File: src/rtl/seg_scan_display.sv
// Multiplexed N-digit 7-segment scanner: frame-synchronous shadow inputs, leading-zero blanking, blink, dp, 16-level PWM.
// One register stage from counter state to pins; free-running, no backpressure.
module seg_scan_display #(
    parameter int DIGITS       = 4,
    parameter int SCAN_DIV     = 3125,
    parameter int BLINK_FRAMES = 64,
    parameter bit SEG_ACT_LOW  = 1'b1,
    parameter bit EN_ACT_LOW   = 1'b1
) (
    input  logic                  sysclk,
    input  logic                  rstn,
    input  logic [4*DIGITS-1:0]   digits,
    input  logic [DIGITS-1:0]     dpIn,
    input  logic [DIGITS-1:0]     blinkMask,
    input  logic                  lzSuppress,
    input  logic [3:0]            bright,
    input  logic                  blank,
    output logic [6:0]            seg,
    output logic                  dp,
    output logic [DIGITS-1:0]     segEn,
    output logic                  frameStart
);
    localparam int PW = (SCAN_DIV > 1) ? $clog2(SCAN_DIV) : 1;
    localparam int DW = $clog2(DIGITS);
    localparam int BW = (BLINK_FRAMES > 1) ? $clog2(BLINK_FRAMES) : 1;

    localparam logic [PW-1:0]     PRE_LAST   = PW'(SCAN_DIV - 1);
    localparam logic [DW-1:0]     DIG_LAST   = DW'(DIGITS - 1);
    localparam logic [BW-1:0]     BLINK_LAST = BW'(BLINK_FRAMES - 1);
    localparam logic [6:0]        SEG_OFF    = {7{SEG_ACT_LOW}};
    localparam logic              DP_OFF     = SEG_ACT_LOW;
    localparam logic [DIGITS-1:0] EN_OFF     = {DIGITS{EN_ACT_LOW}};

    logic [PW-1:0] pre;
    logic [3:0]    sub;
    logic [DW-1:0] dig;
    logic [BW-1:0] blink_cnt;
    logic          blink_ph;

    logic [4*DIGITS-1:0] sh_digits;
    logic [DIGITS-1:0]   sh_dp;
    logic [DIGITS-1:0]   sh_blink;
    logic                sh_lz;
    logic [3:0]          sh_bright;
    logic                sh_blank;

    logic frame_load;
    logic pre_wrap;
    logic sub_wrap;
    logic frame_end;

    assign frame_load = (pre == '0) && (sub == 4'd0) && (dig == '0);
    assign pre_wrap   = (pre == PRE_LAST);
    assign sub_wrap   = pre_wrap && (sub == 4'd15);
    assign frame_end  = sub_wrap && (dig == DIG_LAST);

    // On the load cycle the live inputs feed the display path, so the first
    // digit-0 output cycle of a frame already belongs to the new frame.
    logic [4*DIGITS-1:0] cur_digits;
    logic [DIGITS-1:0]   cur_dp;
    logic [DIGITS-1:0]   cur_blink;
    logic                cur_lz;
    logic [3:0]          cur_bright;
    logic                cur_blank;

    assign cur_digits = frame_load ? digits     : sh_digits;
    assign cur_dp     = frame_load ? dpIn       : sh_dp;
    assign cur_blink  = frame_load ? blinkMask  : sh_blink;
    assign cur_lz     = frame_load ? lzSuppress : sh_lz;
    assign cur_bright = frame_load ? bright     : sh_bright;
    assign cur_blank  = frame_load ? blank      : sh_blank;

    function automatic logic [6:0] glyph(input logic [3:0] v);
        logic [6:0] g;
        case (v)
            4'h0: g = 7'h3F;
            4'h1: g = 7'h06;
            4'h2: g = 7'h5B;
            4'h3: g = 7'h4F;
            4'h4: g = 7'h66;
            4'h5: g = 7'h6D;
            4'h6: g = 7'h7D;
            4'h7: g = 7'h07;
            4'h8: g = 7'h7F;
            4'h9: g = 7'h6F;
            4'hA: g = 7'h77;
            4'hB: g = 7'h7C;
            4'hC: g = 7'h39;
            4'hD: g = 7'h5E;
            4'hE: g = 7'h79;
            default: g = 7'h71;
        endcase
        return g;
    endfunction

    // A digit is suppressed while it and every digit above it are zero.
    logic [DIGITS-1:0] supp;
    always_comb begin
        logic run;
        supp = '0;
        run  = cur_lz;
        for (int i = DIGITS - 1; i >= 1; i--) begin
            run     = run && (cur_digits[4*i +: 4] == 4'd0);
            supp[i] = run;
        end
    end

    logic [3:0]        cur_val;
    logic              active;
    logic [6:0]        seg_raw;
    logic              dp_raw;
    logic [DIGITS-1:0] en_raw;

    assign cur_val = cur_digits[{dig, 2'b00} +: 4];
    assign active  = !cur_blank && (sub <= cur_bright) && !(cur_blink[dig] && blink_ph);

    always_comb begin
        en_raw      = '0;
        en_raw[dig] = active;
        seg_raw     = (active && !supp[dig]) ? glyph(cur_val) : 7'h00;
        dp_raw      = active && cur_dp[dig];
    end

    always_ff @(posedge sysclk or negedge rstn) begin
        if (!rstn) begin
            pre        <= '0;
            sub        <= 4'd0;
            dig        <= '0;
            blink_cnt  <= '0;
            blink_ph   <= 1'b0;
            sh_digits  <= '0;
            sh_dp      <= '0;
            sh_blink   <= '0;
            sh_lz      <= 1'b0;
            sh_bright  <= 4'd0;
            sh_blank   <= 1'b0;
            seg        <= SEG_OFF;
            dp         <= DP_OFF;
            segEn      <= EN_OFF;
            frameStart <= 1'b0;
        end else begin
            pre <= pre_wrap ? '0 : pre + 1'b1;
            if (pre_wrap) begin
                sub <= sub + 4'd1;
            end
            if (sub_wrap) begin
                dig <= (dig == DIG_LAST) ? '0 : dig + 1'b1;
            end
            if (frame_end) begin
                if (blink_cnt == BLINK_LAST) begin
                    blink_cnt <= '0;
                    blink_ph  <= ~blink_ph;
                end else begin
                    blink_cnt <= blink_cnt + 1'b1;
                end
            end
            if (frame_load) begin
                sh_digits <= digits;
                sh_dp     <= dpIn;
                sh_blink  <= blinkMask;
                sh_lz     <= lzSuppress;
                sh_bright <= bright;
                sh_blank  <= blank;
            end
            seg        <= seg_raw ^ SEG_OFF;
            dp         <= dp_raw ^ DP_OFF;
            segEn      <= en_raw ^ EN_OFF;
            frameStart <= frame_load;
        end
    end
endmodule

File: config.mk
export PLATFORM = sky130hd
export DESIGN_NAME = seg_scan_display
export DESIGN_NICKNAME = d
export VERILOG_FILES = /design/src/rtl/seg_scan_display.sv
export SDC_FILE = /design/constraint.sdc
export NUM_CORES = 1
export LEC_CHECK = 0
export CAP_MARGIN = 5
export CORE_ASPECT_RATIO = 0.6
export CORE_MARGIN = 1.5
export CORE_UTILIZATION = 35
export CTS_CLUSTER_SIZE = 24
export DETAILED_ROUTE_END_ITERATION = 10
export PLACE_DENSITY = 0.63
export SETUP_SLACK_MARGIN = 0.5
export SLEW_MARGIN = 20
export SYNTH_ARGS = -nofsm -noshare
export SYNTH_HDL_FRONTEND = slang
export SYNTH_SLANG_ARGS = --single-unit
File: constraint.sdc
create_clock -name sysclk -period 4.52 [get_ports sysclk]
set_input_delay 0.904 -clock sysclk [delete_from_list [all_inputs] [get_ports sysclk]]
set_output_delay 0.904 -clock sysclk [all_outputs]
set_load 0.01 [all_outputs]
==> results_dict.tcl, run 1 <==
set metrics [dict create \
    hp-class "flop to flop" \
    fin_tns_setup_ns 0 \
    synthCells 337 \
    min_from "sh_dp[0]" \
    synth_area_leaders "dfrtp_1, dfstp_2, nand2_1, ha_1, mux4_2" \
    dieArea_mm2 0.0109 \
    cts_sinks 68 \
    rsz0062_at_grt "false" \
    die_w_um 134 \
    criticalPathCategory "flop to flop" \
    synth_top_family_by_area "simple AND/OR/NAND/NOR gates" \
    drc 0 \
    hpwl_um 5650 \
    synthDistinctLibCells 45 \
    first_pass_iters 4 \
    holdBufCountCts 0 \
    initial_utilization_pct 36.1 \
    syn2layout_area_growth_pct 25.8 \
    fin_crit_sh_pct 81.7 \
    insertion_delay_ns 0.34 \
    cpMostUsedCell "ha_1" \
    fmax_mhz 271 \
    nets 439 \
    num_vias 2605 \
    skew_ns 0.00528 \
    top_usage_layer "met1" \
    worst_path_max_delay_cell "dfrtp_1" \
    power_density_mw_per_mm2 321 \
    fin_ws_ns 0.829 \
    yosysSeqAreaShare_pct 48.0 \
    synth-warning-count 0 \
    synth_compound_area_share_pct 4.62 \
    hold_viol 0 \
    reg2reg_depth 12 \
    tritoncts "done" \
    grt_pass1_vias 2551 \
    worst_pin_slew_ns 0.585 \
    slowest_delay_ns 0.57 \
    cts_made_buffers 9 \
    cts_max_path_buffers 2 \
    syn_nets 388 \
    core_area_mm2 0.00991 \
    synth_fa_ha_area_share_pct 6.64 \
    syn-cell-area_mm2 0.00358 \
    critPathLaunchType "flop" \
    routed_via_density 4.93 \
    diodes 0 \
    grt_max_degree 46 \
    leakagePower_nw 2.04 \
    synth-simple-area-share_pct 19.0 \
    worstReg2RegEnd "seg[0]" \
    synth_mux_area_share_pct 14.3 \
    crit_arrival_ns 3.94 \
    synthDominantCellAreaShare_pct 39.2 \
    die_h_um 81.3 \
    cap_violations 0 \
    post_drt_wl_per_cell_um 14.8 \
    cts.clk_slew.worst_paths_ns 0.06 \
    num-fill-cells 946 \
    boundaryPins 45 \
    hold_end "sh_dp[0]" \
    grt_pass1_wl_um 13200 \
    end_kind "flop" \
    drive_above_1_share_pct 16.0 \
    gp_congestion 0.792 \
    met2_usage_pct 22.2 \
    drt_iter0_markers 169 \
    place_ws_ns 0.514 \
    max_slew_margin_pct 61.0 \
    hold_depth 2 \
    use_met1_pct 23.4 \
    track_usage_pct 16.2 \
    grt_overflow 0 \
    rows 28 \
    cp_max_fo 17 \
    rrSetupSlack_ns 0.83 \
    cts_root_buf "clkbuf_16" \
    setup_viol 0 \
    synth_top_area_cell "dfrtp_1" \
    slew_viol_final 0 \
    syn_area_per_cell_um2 10.6 \
    use_met3_pct 4.93 \
    cp_cell_sequence "clkinv_1 > ha_1 > and4b_1 > nand4_4 > mux4_2 > mux2i_1 > buf_4 > inv_1 > ha_1 > mux2_2 > o311ai_0 > o21ai_1" \
    crit_required_ns 4.77 \
    htreeDepth 3 \
    wirelength_um 7830 \
    vdd_ir_drop_max_mv 0.180 \
    ant_nets 0 \
    io_buffer_count 44 \
    ys_ff_latch 68 \
    r2r_start "dig[1]" \
    antenna_found_initial 0 \
    synth_xor_area_share_pct 3.92 \
    finalCriticalPeriod_ns 3.69 \
    status "completed" \
    post-cts-setup-buffers 0 \
]
timing repair:
item / CTS / global route
hold endpoints to repair: 0 / 0
gates resized for setup: 1 / 2
endpoints found under the setup margin: 1 / 7
pin swaps: 0 / 0
layout by cell type, fill, tap and decap left out, types with 7 or more instances in the layout:
master	instances
mux4_2	7
and3_1	7
buf_4	9
nor3_1	7
nor2_1	12
clkbuf_16	9
inv_1	16
mux2_2	11
ha_1	19
clkdlybuf4s50_1	43
nand2_1	79
dfrtp_1	56
mux2i_1	10
o21ai_0	11
nand3_1	13
xnor2_1	11
dfstp_2	12
worst max-delay path by stage:
stage,slack (ns),startpoint,endpoint,depth (start not counted)
floorplan,0.54,dig[1],seg[5],19
global placement,0.72,dig[1],seg[0],12
detailed placement,0.51,dig[1],seg[5],15
CTS,0.70,dig[1],seg[5],15
global route,0.53,dig[1],seg[5],15
finish,0.83,dig[1],seg[0],12
cells by family (layout without fill, tap and decap cells):
| group | Yosys count | count (layout) |
|---|---|---|
| and+or+nand+nor | 143 | 143 |
| AOI/OAI and AO/OA | 27 | 27 |
| adders and majority gates | 19 | 19 |
| DFF | 68 | 68 |
| muxes | 34 | 34 |
| buffers and inverters | 30 | 86 |
| xor gates and xnor gates | 16 | 16 |
cells in the mapped netlist:
library cell	instances
a21boi_0	1
a21o_1	1
a21oi_1	3
a22oi_1	1
a31oi_1	2
and3_1	7
and4_1	1
and4b_1	1
buf_1	3
buf_6	2
clkbuf_1	7
clkinv_1	1
dfrtp_1	56
dfstp_2	12
ha_1	19
inv_1	16
inv_2	1
mux2_2	11
mux2_4	2
mux2i_1	10
mux2i_4	1
mux4_1	3
mux4_2	7
nand2_1	79
nand2b_1	2
nand3_1	13
nand4_1	5
nand4_2	1
nor2_1	12
nor2_2	1
nor2b_1	3
nor3_1	7
nor4_1	5
nor4_2	3
o211ai_1	4
o21ai_0	11
o21ai_1	1
o221ai_1	1
o311ai_0	1
o31ai_1	1
or3_1	1
or4_1	1
or4b_1	1
xnor2_1	11
xor2_1	5
critical path: cells and delay by family (launching register included):
| family | cells | cell delay [ns] |
|---|---|---|
| AO/OA/AOI/OAI | 2 | 0.57 |
| adder cells (fa/ha/maj) | 2 | 0.53 |
| buffers and inverters | 3 | 0.42 |
| flip-flops | 1 | 0.57 |
| multiplexers | 3 | 1.00 |
| AND/OR/NAND/NOR | 2 | 0.51 |
per-layer routing:
metal	share of wire [%]	vias to the layer above	routed length [um]
met2	40	71	3100
li1	-	1267	-
met1	53	1253	4120
met4	1.8	0	144
met3	6.1	14	475
met5	0	-	0
area by class of cell:
type | count | area (um2) | share of cell area (%)
Sequential cell | 68 | 1720 | 38.1
Multi-Input combinational cell | 239 | 1760 | 39.0
Clock inverter | 1 | 5.00 | 0.111
Tap cell | 135 | 169 | 3.75
Clock buffer | 15 | 288 | 6.39
Timing Repair Buffer | 52 | 498 | 11.1
Inverter | 18 | 67.6 | 1.50
registers in the layout, summed over array words and instances (netlist names):
| register | count |
|---|---|
| sh_lz | 1 |
| sh_dp | 4 |
| blink_cnt | 6 |
| sub | 4 |
| pre | 12 |
| blink_ph | 1 |
| sh_blank | 1 |
| sh_digits | 16 |
| dp | 1 |
| sh_blink | 4 |
| frameStart | 1 |
| segEn | 4 |
| dig | 2 |
| seg | 7 |
| sh_bright | 4 |
power breakdown:
part	leakage, nW	switching, mW	total [mW]	internal [mW]
Clock	0.146	0.250	0.681	0.430
Combinational	1.07	0.0570	0.120	0.0635
Sequential	0.825	0.00912	0.643	0.634
Total	2.04	0.316	1.44	1.13
per-stage QoR:
step | power (mW) | hold WS [ns] | util, % | cell area (um2) | std cells
after floorplan | 0.703 | 0.429 | - | 3580 | 337
after global placement | 0.771 | 0.442 | 42.2 | 4180 | 512
after detailed placement | 0.774 | 0.452 | 42.2 | 4180 | 512
after CTS | 1.46 | 0.465 | 45.2 | 4480 | 528
after global routing | 1.51 | 0.485 | 45.4 | 4500 | 528
final | 1.44 | 0.464 | 45.4 | 4500 | 528
Power figures use the tool's default switching activity.
==> run 2, diff against run 1 <==
- clock period: 4.52 -> 3.72 ns (I/O delays scaled with it)
==> run 2 against run 1 <==
Net effect:
- clock power is 28% higher
- worst hold slack worse by 0.19 ns
- combinational power is 30% higher
- sequential power is 22% higher
- routed wire length is 2.6% higher
- non-clock buffer count is 23 higher
- power is 25% higher
- clock skew is 0.0060 ns higher
- first-iteration DRC count is 6.5% higher
- largest cell class unchanged
==> results_dict.tcl, run 2 (same netlist as run 1, synthesis figures left out) <==
set metrics [dict create \
    boundaryPins 45 \
    crit_arrival_ns 3.30 \
    path_delay_family "multiplexers" \
    hpwl_um 5680 \
    power.total_mw 1.81 \
    cts_sinks 68 \
    htreeDepth 3 \
    finalCriticalPeriod_ns 3.08 \
    mostFrequentLayoutCell "nand2_1" \
    sw_frac_of_total_pct 21.0 \
    die_w_um 134 \
    ff_latch_area_mm2 0.00172 \
    comb_power_share_pct 8.6 \
    worst_pin_slew_ns 0.728 \
    num-fill-cells 852 \
    first_pass_iters 4 \
    holdBufCountCts 0 \
    cpMostUsedCell "buf_4" \
    criticalPathCategory "flop to flop" \
    track_usage_pct 16.0 \
    diodes 0 \
    crit_required_ns 3.95 \
    power_density_mw_per_mm2 373 \
    grt_pass1_wl_um 13300 \
    max_slew_margin_pct 51.4 \
    reg_top3 "sh_digits (16), pre (12), seg (7)" \
    ant_nets 0 \
    cts_root_buf "clkbuf_16" \
    drt_iter0_markers 180 \
    num_vias 2678 \
    fmax_mhz 325 \
    post_drt_wl_per_cell_um 14.6 \
    clkPwrFrac_pct 48.1 \
    core_area_mm2 0.00991 \
    nets 463 \
    status "completed" \
    worst_path_max_delay_cell "mux4_1" \
    largest_reg_flops 16 \
    p_seq_share_pct 43.3 \
    fin_crit_sh_pct 82.7 \
    io_buffer_count 44 \
    grt_overflow 0 \
    insertion_delay_ns 0.33 \
    gp_congestion 0.791 \
    grt_pass1_vias 2566 \
    drc 0 \
    fin_tns_setup_ns 0 \
    top_register "sh_digits" \
    cp.depth 12 \
    end_kind "flop" \
    cts_max_path_buffers 2 \
    antenna_found_initial 0 \
    slowest_delay_ns 0.53 \
    cp_max_fo 12 \
    setup_viol 0 \
    slew_viol_final 0 \
    syn2layout_area_growth_pct 35.2 \
    mostFrequentLayoutCells "nand2_1, dfrtp_1, clkdlybuf4s50_1" \
    power.internal_mw 1.43 \
    grt_max_degree 59 \
    multi_input_comb_area_mm2 0.00189 \
    reg2reg_depth 12 \
    drive_above_1_share_pct 24.7 \
    skew_ns 0.0113 \
    dieArea_mm2 0.0109 \
    vdd_ir_drop_max_mv 0.228 \
    wirelength_um 8040 \
    routed_via_density 4.85 \
    rows 28 \
    initial_utilization_pct 36.1 \
    leakagePower_nw 2.16 \
    die_h_um 81.3 \
    cp_cell_sequence "inv_1 > ha_4 > and4b_2 > nand4_4 > buf_4 > buf_4 > buf_4 > mux4_1 > mux2_4 > mux2_4 > nand2_1 > o211ai_1" \
    cts_made_buffers 9 \
    hp-class "primary input to async pin" \
    rsz0062_at_grt "false" \
    critPathLaunchType "flop" \
    cts.clk_slew.worst_paths_ns 0.06 \
    hold_viol 0 \
    path_buf_inv 4 \
    tritoncts "done" \
    switchingPower_uw 379 \
    cap_violations 0 \
]
## run 2: cell types whose count changed in the layout (fill, tap and decap cells not counted), sizes merged
cell,before,now
buf,9,32
bufinv,0,1
clkinv,2,1
nand4,6,7
## run 2: cell type report
| cell class | instances | area share, % |
|---|---|---|
| clock buffer | 15 | 5.74 |
| timing repair buffer | 75 | 14.0 |
| inverter | 18 | 1.55 |
| multi-input combinational | 240 | 39.2 |
| clock inverter | 1 | 0.621 |
| tap | 135 | 3.49 |
| sequential | 68 | 35.5 |
## run 2: worst register-to-register path: stages, from the launching register on
cell	delay, ns
dfrtp_1	0.40
inv_1	0.11
ha_4	0.15
and4b_2	0.28
nand4_4	0.18
buf_4	0.20
buf_4	0.13
buf_4	0.15
mux4_1	0.53
mux2_4	0.39
mux2_4	0.32
nand2_1	0.07
o211ai_1	0.08
## run 2: timing repair
item,4_1_cts,5_1_grt
pin swaps,0,7
endpoints found under the setup margin,12,9
resized for setup,5,18
setup buffers,2,19
gates cloned,1,0
## run 2: routing by layer
metal,track usage [%],vias to the layer above,part of all wire (%),wire [um]
met2,22.0,68,40,3230
met5,0,-,0,0
li1,-,1323,-,-
met1,24.0,1278,54,4310
met4,5.65,0,1.4,109
met3,4.06,9,4.8,385
## run 2: power by group through the flow
stage / Combinational, mW / Clock [mW] / Sequential (mW)
after floorplan: 0.0631 / 0 / 0.795
after global placement: 0.147 / 0 / 0.793
after detailed placement: 0.149 / 0 / 0.793
after CTS: 0.150 / 0.884 / 0.781
after global routing: 0.172 / 0.920 / 0.784
final: 0.156 / 0.869 / 0.782
## run 2: metrics by stage
step / hold slack, ns / setup WS [ns] / area [um2] / util, % / cells
3_5_place_dp: 0.447 / 0.153 / 4240 / 42.7 / 514
4_1_cts: 0.271 / 0.507 / 4590 / 46.3 / 533
5_1_grt: 0.289 / 0.505 / 4840 / 48.8 / 552
3_3_place_gp: 0.444 / 0.278 / 4240 / 42.7 / 514
2_1_floorplan: 0.429 / 0.508 / 3670 / - / 337
6_report: 0.273 / 0.644 / 4840 / 48.8 / 552
## run 2: final timing paths
kind	from	end	slack [ns]
max	pre[1]	seg[3]	0.64
min	rstn	sh_bright[2]	0.27
max reg2reg	pre[1]	seg[3]	0.64
min reg2reg	sh_dp[3]	sh_dp[3]	0.46
max in group asynchronous	rstn	sh_dp[1]	2.44
min in group sysclk	sh_dp[3]	sh_dp[3]	0.46
==> run 3, diff against run 2 <==
- clock period: 3.72 -> 3.1 ns (I/O delays scaled with it)
==> run 3 against run 2 <==
Net effect:
- via count grew 7.2%
- non-clock buffer count grew 4
- worst setup slack got worse by 0.47 ns
- critical path type unchanged
==> results_dict.tcl, run 3 (same netlist as run 1, synthesis figures left out) <==
set metrics [dict create \
    initial_utilization_pct 36.1 \
    hpwl_um 5870 \
    cp_max_fo 8 \
    htreeDepth 3 \
    hold_viol 0 \
    first_pass_iters 5 \
    boundaryPins 45 \
    nets 466 \
    crit_arrival_ns 3.17 \
    cts_max_path_buffers 2 \
    cap_violations 0 \
    drive_above_1_share_pct 29.5 \
    reg_top3 "sh_digits (16), pre (12), seg (7)" \
    grt_max_degree 35 \
    leakagePower_nw 2.22 \
    holdBufCountCts 0 \
    num-fill-cells 836 \
    vdd_ir_drop_max_mv 0.285 \
    critPathLaunchType "flop" \
    grt_pass1_vias 2780 \
    grt_overflow 0 \
    finalCriticalPeriod_ns 2.92 \
    cts_root_buf "clkbuf_16" \
    die_w_um 134 \
    wirelength_um 9300 \
    rows 28 \
    diodes 0 \
    num_vias 2872 \
    slew_viol_final 0 \
    io_buffer_count 44 \
    die_h_um 81.3 \
    gp_congestion 0.836 \
    mostFrequentLayoutCells "nand2_1, dfrtp_1, clkdlybuf4s50_1" \
    fin_crit_sh_pct 94.3 \
    top_register "sh_digits" \
    track_usage_pct 18.6 \
    criticalPathCategory "flop to flop" \
    crit_required_ns 3.35 \
    placed_cell_area_mm2 0.00431 \
    fmax_mhz 342 \
    worst_pin_slew_ns 0.816 \
    ant_nets 0 \
    fin_tns_setup_ns 0 \
    grt_pass1_wl_um 15000 \
    drc 0 \
    core_area_mm2 0.00991 \
    post_drt_wl_per_cell_um 16.8 \
    cts_made_buffers 9 \
    antenna_found_initial 0 \
    dieArea_mm2 0.0109 \
    routed_via_density 5.17 \
    tritoncts "done" \
    setup_viol 0 \
    cts_sinks 68 \
    ff_latch_area_mm2 0.00172 \
    drt_iter0_markers 255 \
    post-route-cell-area_mm2 0.00505 \
    rsz0062_at_grt "true" \
    end_kind "flop" \
    hp-class "primary input to async pin" \
    syn2layout_area_growth_pct 41.0 \
    skew_ns 0.00617 \
    status "completed" \
    mostFrequentLayoutCell "nand2_1" \
    power_density_mw_per_mm2 448 \
    max_slew_margin_pct 45.6 \
    cts.clk_slew.worst_paths_ns 0.06 \
    multi_input_comb_area_mm2 0.00195 \
    largest_reg_flops 16 \
    insertion_delay_ns 0.34 \
]
## run 3: final timing paths
check | startpoint | end | slack (ns) | depth (start not counted)
max in group asynchronous | rstn | seg[6] | 1.87 | 2
max reg2reg | dig[1] | seg[0] | 0.18 | 12
min | rstn | sh_digits[6] | 0.37 | 1
min in group sysclk | sh_dp[0] | sh_dp[0] | 0.46 | 2
min reg2reg | sh_dp[0] | sh_dp[0] | 0.46 | 2
max | dig[1] | seg[0] | 0.18 | 12
## run 3: repair_timing
| item | 4_1_cts | 5_1_grt |
|---|---|---|
| cloned | 2 | 0 |
| setup endpoints to repair | 12 | 14 |
| pin swaps | 12 | 15 |
| setup buffers | 13 | 6 |
| resized for setup | 26 | 17 |
## run 3: through the flow
step / hold slack, ns / worst slack (ns) / power, mW / util (%) / instances
finish: 0.368 / 0.178 / 2.26 / 50.9 / 555
global route: 0.432 / 0.0338 / 2.35 / 50.9 / 555
CTS: 0.403 / 0.274 / 2.28 / 49.7 / 549
detailed placement: 0.451 / -0.0152 / 1.14 / 43.5 / 518
global placement: 0.444 / 0.0903 / 1.14 / 43.5 / 518
floorplan: 0.324 / -0.0353 / 1.03 / - / 337
## run 3: report_power, final
group          total [mW]  switching, mW  leakage (nW)  internal (mW)
clock network        1.12          0.394         0.151          0.724
registers           0.938         0.0141         0.823          0.924
logic               0.207         0.0983          1.25          0.109
total                2.26          0.506          2.22           1.76
## run 3: cell type report
class / count / area share [%]
inverters: 18 / 1.83
clock buffers: 10 / 4.74
multi-input cells: 239 / 38.7
clock inverters: 6 / 1.74
repair buffers: 79 / 15.6
flip-flops and latches: 68 / 34.0
well taps: 135 / 3.35
## run 3: layer usage
layer	part of all wire [%]	track usage (%)	up-vias
li1	-	-	1325
met1	48	27.0	1424
met2	43	26.6	111
met3	7.2	5.43	12
met4	1.3	5.33	0
met5	0	0	-
## run 3: critical path: stages (launching register included)
cell,delay [ns]
dfrtp_1,0.40
clkinv_4,0.07
ha_4,0.16
and4b_1,0.23
nand4_4,0.13
buf_12,0.17
mux4_2,0.56
mux2i_4,0.23
inv_2,0.08
ha_4,0.18
mux2_4,0.28
o311ai_2,0.22
o21ai_1,0.11
